[config.mk]
export PLATFORM = sky130hd
export DESIGN_NAME = conv_window_feeder
export DESIGN_NICKNAME = d
export VERILOG_FILES = /design/src/rtl/conv_window_feeder.sv
export SDC_FILE = /design/constraint.sdc
export NUM_CORES = 2
export LEC_CHECK = 0
export ABC_AREA = 1
export CELL_PAD_IN_SITES_DETAIL_PLACEMENT = 0
export CELL_PAD_IN_SITES_GLOBAL_PLACEMENT = 1
export CORE_MARGIN = 8
export CORE_UTILIZATION = 35
export CTS_CLUSTER_DIAMETER = 120
export CTS_CLUSTER_SIZE = 25
export DETAILED_ROUTE_END_ITERATION = 8
export GPL_TIMING_DRIVEN = 1
export HOLD_SLACK_MARGIN = 0.1
export PLACE_DENSITY_LB_ADDON = 0.1
export SLEW_MARGIN = 40
export SYNTH_ARGS = -nofsm -noshare
export SYNTH_HDL_FRONTEND = slang
export SYNTH_SLANG_ARGS = --single-unit
[constraint.sdc]
create_clock -name clk -period 13.5 [get_ports clk]
set_input_delay 2.025 -clock clk [delete_from_list [all_inputs] [get_ports clk]]
set_output_delay 2.025 -clock clk [all_outputs]
set_load 0.01 [all_outputs]
[src/rtl/conv_window_feeder.sv]
// Builds 5x5 stride-1 windows from a raster-order pixel stream using four
// circular line buffers, and hands each window to the conv engine via start/finish.
module conv_window_feeder #(
  parameter int IMG_W  = 28,
  parameter int IMG_H  = 28,
  parameter int DATA_W = 16
) (
  input  logic                  clk,
  input  logic                  rst_n,
  input  logic [DATA_W-1:0]     pix_in,
  input  logic                  pix_valid,
  output logic                  pix_ready,
  output logic [25*DATA_W-1:0]  window_flat,
  output logic                  conv_start,
  input  logic                  conv_finish,
  output logic [7:0]            win_row,
  output logic [7:0]            win_col,
  output logic                  frame_done
);

  localparam int CW = $clog2(IMG_W);

  typedef enum logic [1:0] {FILL, ISSUE, WAIT, DONE} state_t;

  state_t state_reg, state_next;

  logic [7:0]        row_reg, col_reg;
  logic [7:0]        win_row_reg, win_col_reg;
  logic              pix_ready_reg, conv_start_reg, frame_done_reg, last_reg;
  logic [DATA_W-1:0] lb [4][IMG_W];
  logic [DATA_W-1:0] win [5][5];
  logic [DATA_W-1:0] col_in [5];
  logic [CW-1:0]     lb_idx;
  logic              accept, win_ok, col_end, last_pix;

  assign accept   = pix_valid && pix_ready_reg;
  assign lb_idx   = col_reg[CW-1:0];
  assign col_end  = (col_reg == 8'(IMG_W - 1));
  assign last_pix = col_end && (row_reg == 8'(IMG_H - 1));
  assign win_ok   = (row_reg >= 8'd4) && (col_reg >= 8'd4);

  // New window column, oldest row first; the incoming pixel is the newest row.
  generate
    for (genvar gi = 0; gi < 4; gi++) begin : g_col_in
      assign col_in[gi] = lb[gi][lb_idx];
    end
  endgenerate
  assign col_in[4] = pix_in;

  // Line buffers are never cleared; counters decide when their contents count.
  always_ff @(posedge clk) begin
    if (accept) begin
      for (int k = 0; k < 4; k++) begin
        lb[k][lb_idx] <= col_in[k+1];
      end
    end
  end

  always_comb begin
    state_next = state_reg;
    case (state_reg)
      FILL:    if (accept && win_ok) state_next = ISSUE;
      ISSUE:   state_next = WAIT;
      WAIT:    if (conv_finish) state_next = last_reg ? DONE : FILL;
      DONE:    state_next = FILL;
      default: state_next = FILL;
    endcase
  end

  always_ff @(posedge clk) begin
    if (!rst_n) begin
      state_reg      <= FILL;
      row_reg        <= 8'd0;
      col_reg        <= 8'd0;
      win_row_reg    <= 8'd0;
      win_col_reg    <= 8'd0;
      pix_ready_reg  <= 1'b0;
      conv_start_reg <= 1'b0;
      frame_done_reg <= 1'b0;
      last_reg       <= 1'b0;
      for (int r = 0; r < 5; r++) begin
        for (int c = 0; c < 5; c++) begin
          win[r][c] <= '0;
        end
      end
    end else begin
      state_reg      <= state_next;
      pix_ready_reg  <= (state_next == FILL);
      conv_start_reg <= (state_next == ISSUE) || (state_next == WAIT);
      frame_done_reg <= (state_next == DONE);
      if (accept) begin
        for (int r = 0; r < 5; r++) begin
          for (int c = 0; c < 4; c++) begin
            win[r][c] <= win[r][c+1];
          end
          win[r][4] <= col_in[r];
        end
        if (col_end) begin
          col_reg <= 8'd0;
          row_reg <= last_pix ? 8'd0 : row_reg + 8'd1;
        end else begin
          col_reg <= col_reg + 8'd1;
        end
        if (win_ok) begin
          win_row_reg <= row_reg - 8'd4;
          win_col_reg <= col_reg - 8'd4;
          last_reg    <= last_pix;
        end
      end
    end
  end

  generate
    for (genvar gi = 0; gi < 5; gi++) begin : g_row
      for (genvar gj = 0; gj < 5; gj++) begin : g_col
        assign window_flat[(gi*5+gj)*DATA_W +: DATA_W] = win[gi][gj];
      end
    end
  endgenerate

  assign pix_ready  = pix_ready_reg;
  assign conv_start = conv_start_reg;
  assign frame_done = frame_done_reg;
  assign win_row    = win_row_reg;
  assign win_col    = win_col_reg;

endmodule

==> key figures <==
Power and ir drop
  • Peak VDD IR: 0.117 mV
  • Total power: 12.5 mW
  • P_leak: 42.4 nW
  • Power Dens Cells: 120 mW/mm^2

Finish
  • Top flop regs: lb (1792), win (400)
  • Post-route cell area: 0.104 sq mm
  • Max FFs per register: 1792
  • Nets: 9113
  • Filler cells: 25.6k
  • Fraction of layout cells with a size suffix above 1: 3.94%
  • Synthesis-to-layout area growth: 12.5%
  • Reg with most FFs: lb

Logic synthesis
  • Syn avg cell area: 10.6 sq um
  • Top FF cell, synth: edfxtp_1
  • Share of the synthesized area in the top cell type: 70.9%
  • Syn Nets: 8815
  • Synth area leaders: edfxtp_1 (71%), nand2_1 (13%), inv_1 (5.8%), nand3_1 (3.8%), nor2_1 (2.4%)
  • Seq/Total Area, Yosys: 71.7%
  • Post-Synth XOR/XNOR Area: 0.132%
  • Unique cell type count in the Yosys netlist: 22
  • Biggest area consumer among synthesized cells: edfxtp_1
  • Post-synthesis mux area share: 0%
  • Ys Warns: 0
  • Cell Area, Synth: 0.0929 sq mm
  • Post-synth EDFFs: 2192
  • FFs w/ async S/R, synth: 0%
  • Commonest cells in the netlist: nand2_1 (3186), edfxtp_1 (2192), inv_1 (1439), nand3_1 (710), nor2_1 (601)
  • Cells after Synth: 8781
  • Seq cells post-synth: 2230
  • Synth Area in Adders: 0.189%
  • Count leader, synth: nand2_1
  • Main combinational cell family by area after synthesis: simple AND/OR/NAND/NOR gates
  • Area fraction in compound gates after synthesis: 0.910%
  • Post-Synth Simple-Gate Area: 19.2%

Critical path
  • Crit path required time: 13.81 ns
  • R2R Path Start: col_reg[0]
  • Critical path class: reg2reg
  • R2R setup slack: 8.39 ns
  • R2R Path End: lb[1][33]
  • Reg2Reg Depth: 11
  • Startpoint types: flop
  • Worst EP arrival: 5.42 ns
  • Setup crit end kind: flop
  • Worst-path maximum fanout: 128

Route
  • Vias/cell: 4.63
  • DRC viols: 0
  • Vias: 58.6k
  • Starting DRT DRC Count: 4606
  • Antenna Nets Post-Route: 0
  • Routed WL per cell: 22.7 microns
  • Drt total wl: 287 mm
  • DR pass1 iterations: 5

Floorplanning
  • Die Span Y: 531 microns
  • Core ar.: 0.265 sq mm
  • Starting Density: 35.1%
  • # rows: 189
  • IO Count: 439
  • Die area: 0.282 sq mm
  • Die width: 531 microns

Timing
  • Pin slew with the least headroom to its limit: 0.895 ns
  • RSZ-0062 raised after global routing: false
  • Min Tclk post-route: 5.11 ns
  • TNS Setup: 0 ns
  • Setup Viol. Count Final: 0
  • Fin. max-slew vios: 0
  • Highest Clock Rate: 196 MHz
  • Final hold violations: 0
  • Final WS setup: 8.39 ns
  • Period utilisation layout: 37.9%
  • Max-slew headroom: 40.1%
  • Clock skew: 0.0419 ns

Worst hold path
  • Tightest Hold Check Type: reg2reg
  • Min-delay src: win_row[5]
  • Worst Hold Path EP: win_row[5]
  • Worst hold stages: 2

Global route
  • GRT Total Usage: 19.8%
  • Gr busiest metal: met2
  • Vias in the first global route: 56.5k
  • Met1 Resource Use GR: 28.2%
  • First-pass GRT wire length: 411 mm
  • Initial antenna violation count: 11
  • Global Route met3 Usage: 2.15%
  • Total gr overflow: 0
  • Global routing usage on met2: 32.8%
  • Largest net degree at the start of global routing: 135

Clocking
  • Later-pin clock latency in the skew report: 0.79 ns
  • TritonCTS Buffers: 100
  • Clock buffer depth: 3
  • CTS Sinks: 2230
  • Post-CTS setup buffers: 0
  • Post-CTS Hold Fix Bufs: 0
  • Cts repair resizes: 0
  • Reg clk slew, reported paths: 0.10 ns
  • CTS tree: built
  • Root Buffer: clkbuf_16
  • H-tree Lvls: 3

Flow run
  • Max Cap Viol: 0

Placed design
  • DP HPWL: 165 mm
  • Port bufs: 438
  • Post-place setup slack: 7.69 ns
  • GP Congestion: 0.759
  • Dpl cell area: 0.102 sq mm

Status
  • Outcome: completed
-- cell usage in the layout (no fill, tap or decap), types with 13 or more instances in the layout --
master / n
nor2_1: 569
dfxtp_1: 36
xor2_1: 14
nor2_4: 36
inv_1: 1437
nand3_1: 710
nand2_2: 22
a21oi_1: 161
buf_6: 20
clkdlybuf4s50_1: 431
edfxtp_1: 2192
clkbuf_1: 18
buf_4: 119
ha_1: 14
buf_12: 13
nand2_1: 3153
clkbuf_16: 103
-- critical path, cell delays in order, from the launching register on --
cell and delay, ns:
dfxtp_4 0.80, buf_4 0.67, buf_12 0.54, buf_4 0.50
buf_4 0.69, nand2_1 0.11, nand3_1 0.10, nand2_1 0.06
nand2_1 0.06, nand2_1 0.14, nor2_1 0.20, nand2_2 0.51
-- area by class of cell --
class | instances | area [sq um] | area share [%]
antenna | 1 | 2.50 | 0.00240
clock buffer | 121 | 2650 | 2.53
clock inverter | 11 | 106 | 0.102
inverter | 1447 | 5460 | 5.23
multi-input combinational | 4707 | 19400 | 18.6
sequential | 2230 | 66600 | 63.7
tap | 3533 | 4420 | 4.23
timing repair buffer | 593 | 5860 | 5.60
-- stage by stage --
| stage | utilization (%) | hold slack (ns) | instances |
|---|---|---|---|
| after floorplan | - | 0.471 | 8781 |
| after global placement | 38.3 | 0.456 | 12497 |
| after detailed placement | 38.4 | 0.458 | 12501 |
| after CTS | 39.4 | 0.473 | 12633 |
| after global routing | 39.5 | 0.492 | 12643 |
| final | 39.5 | 0.471 | 12643 |
-- cells by family after synthesis --
logic type | count (synthesis)
and+or+nand+nor | 4510
buffers and inverters | 1844
DFF | 2230
xor gates and xnor gates | 14
adders and majority gates | 14
AOI/OAI and AO/OA | 169
-- how the worst max path moves through the flow --
stage | endpoint | slack (ns) | from
floorplan | win[0][0] | 1.81 | pix_valid
global placement | win[0][269] | 7.49 | rst_n
detailed placement | lb[1][352] | 7.69 | pix_valid
CTS | lb[1][33] | 8.29 | col_reg[0]
global route | lb[1][33] | 8.02 | col_reg[0]
finish | lb[1][33] | 8.39 | col_reg[0]
-- metal layers --
| layer | vias up | wire (microns) |
|---|---|---|
| met2 | 1106 | 135000 |
| met1 | 28967 | 132000 |
| met4 | 2 | 6280 |
| li1 | 28312 | - |
| met3 | 213 | 12600 |
| met5 | - | 14 |
-- power breakdown --
part / leakage (nW) / switching, mW / internal, mW
Sequential: 20.7 / 0.0691 / 7.80
Combinational: 20.4 / 0.777 / 0.297
Clock: 1.34 / 2.19 / 1.40
Total: 42.4 / 3.03 / 9.50
(Power assumes the default switching activity.)
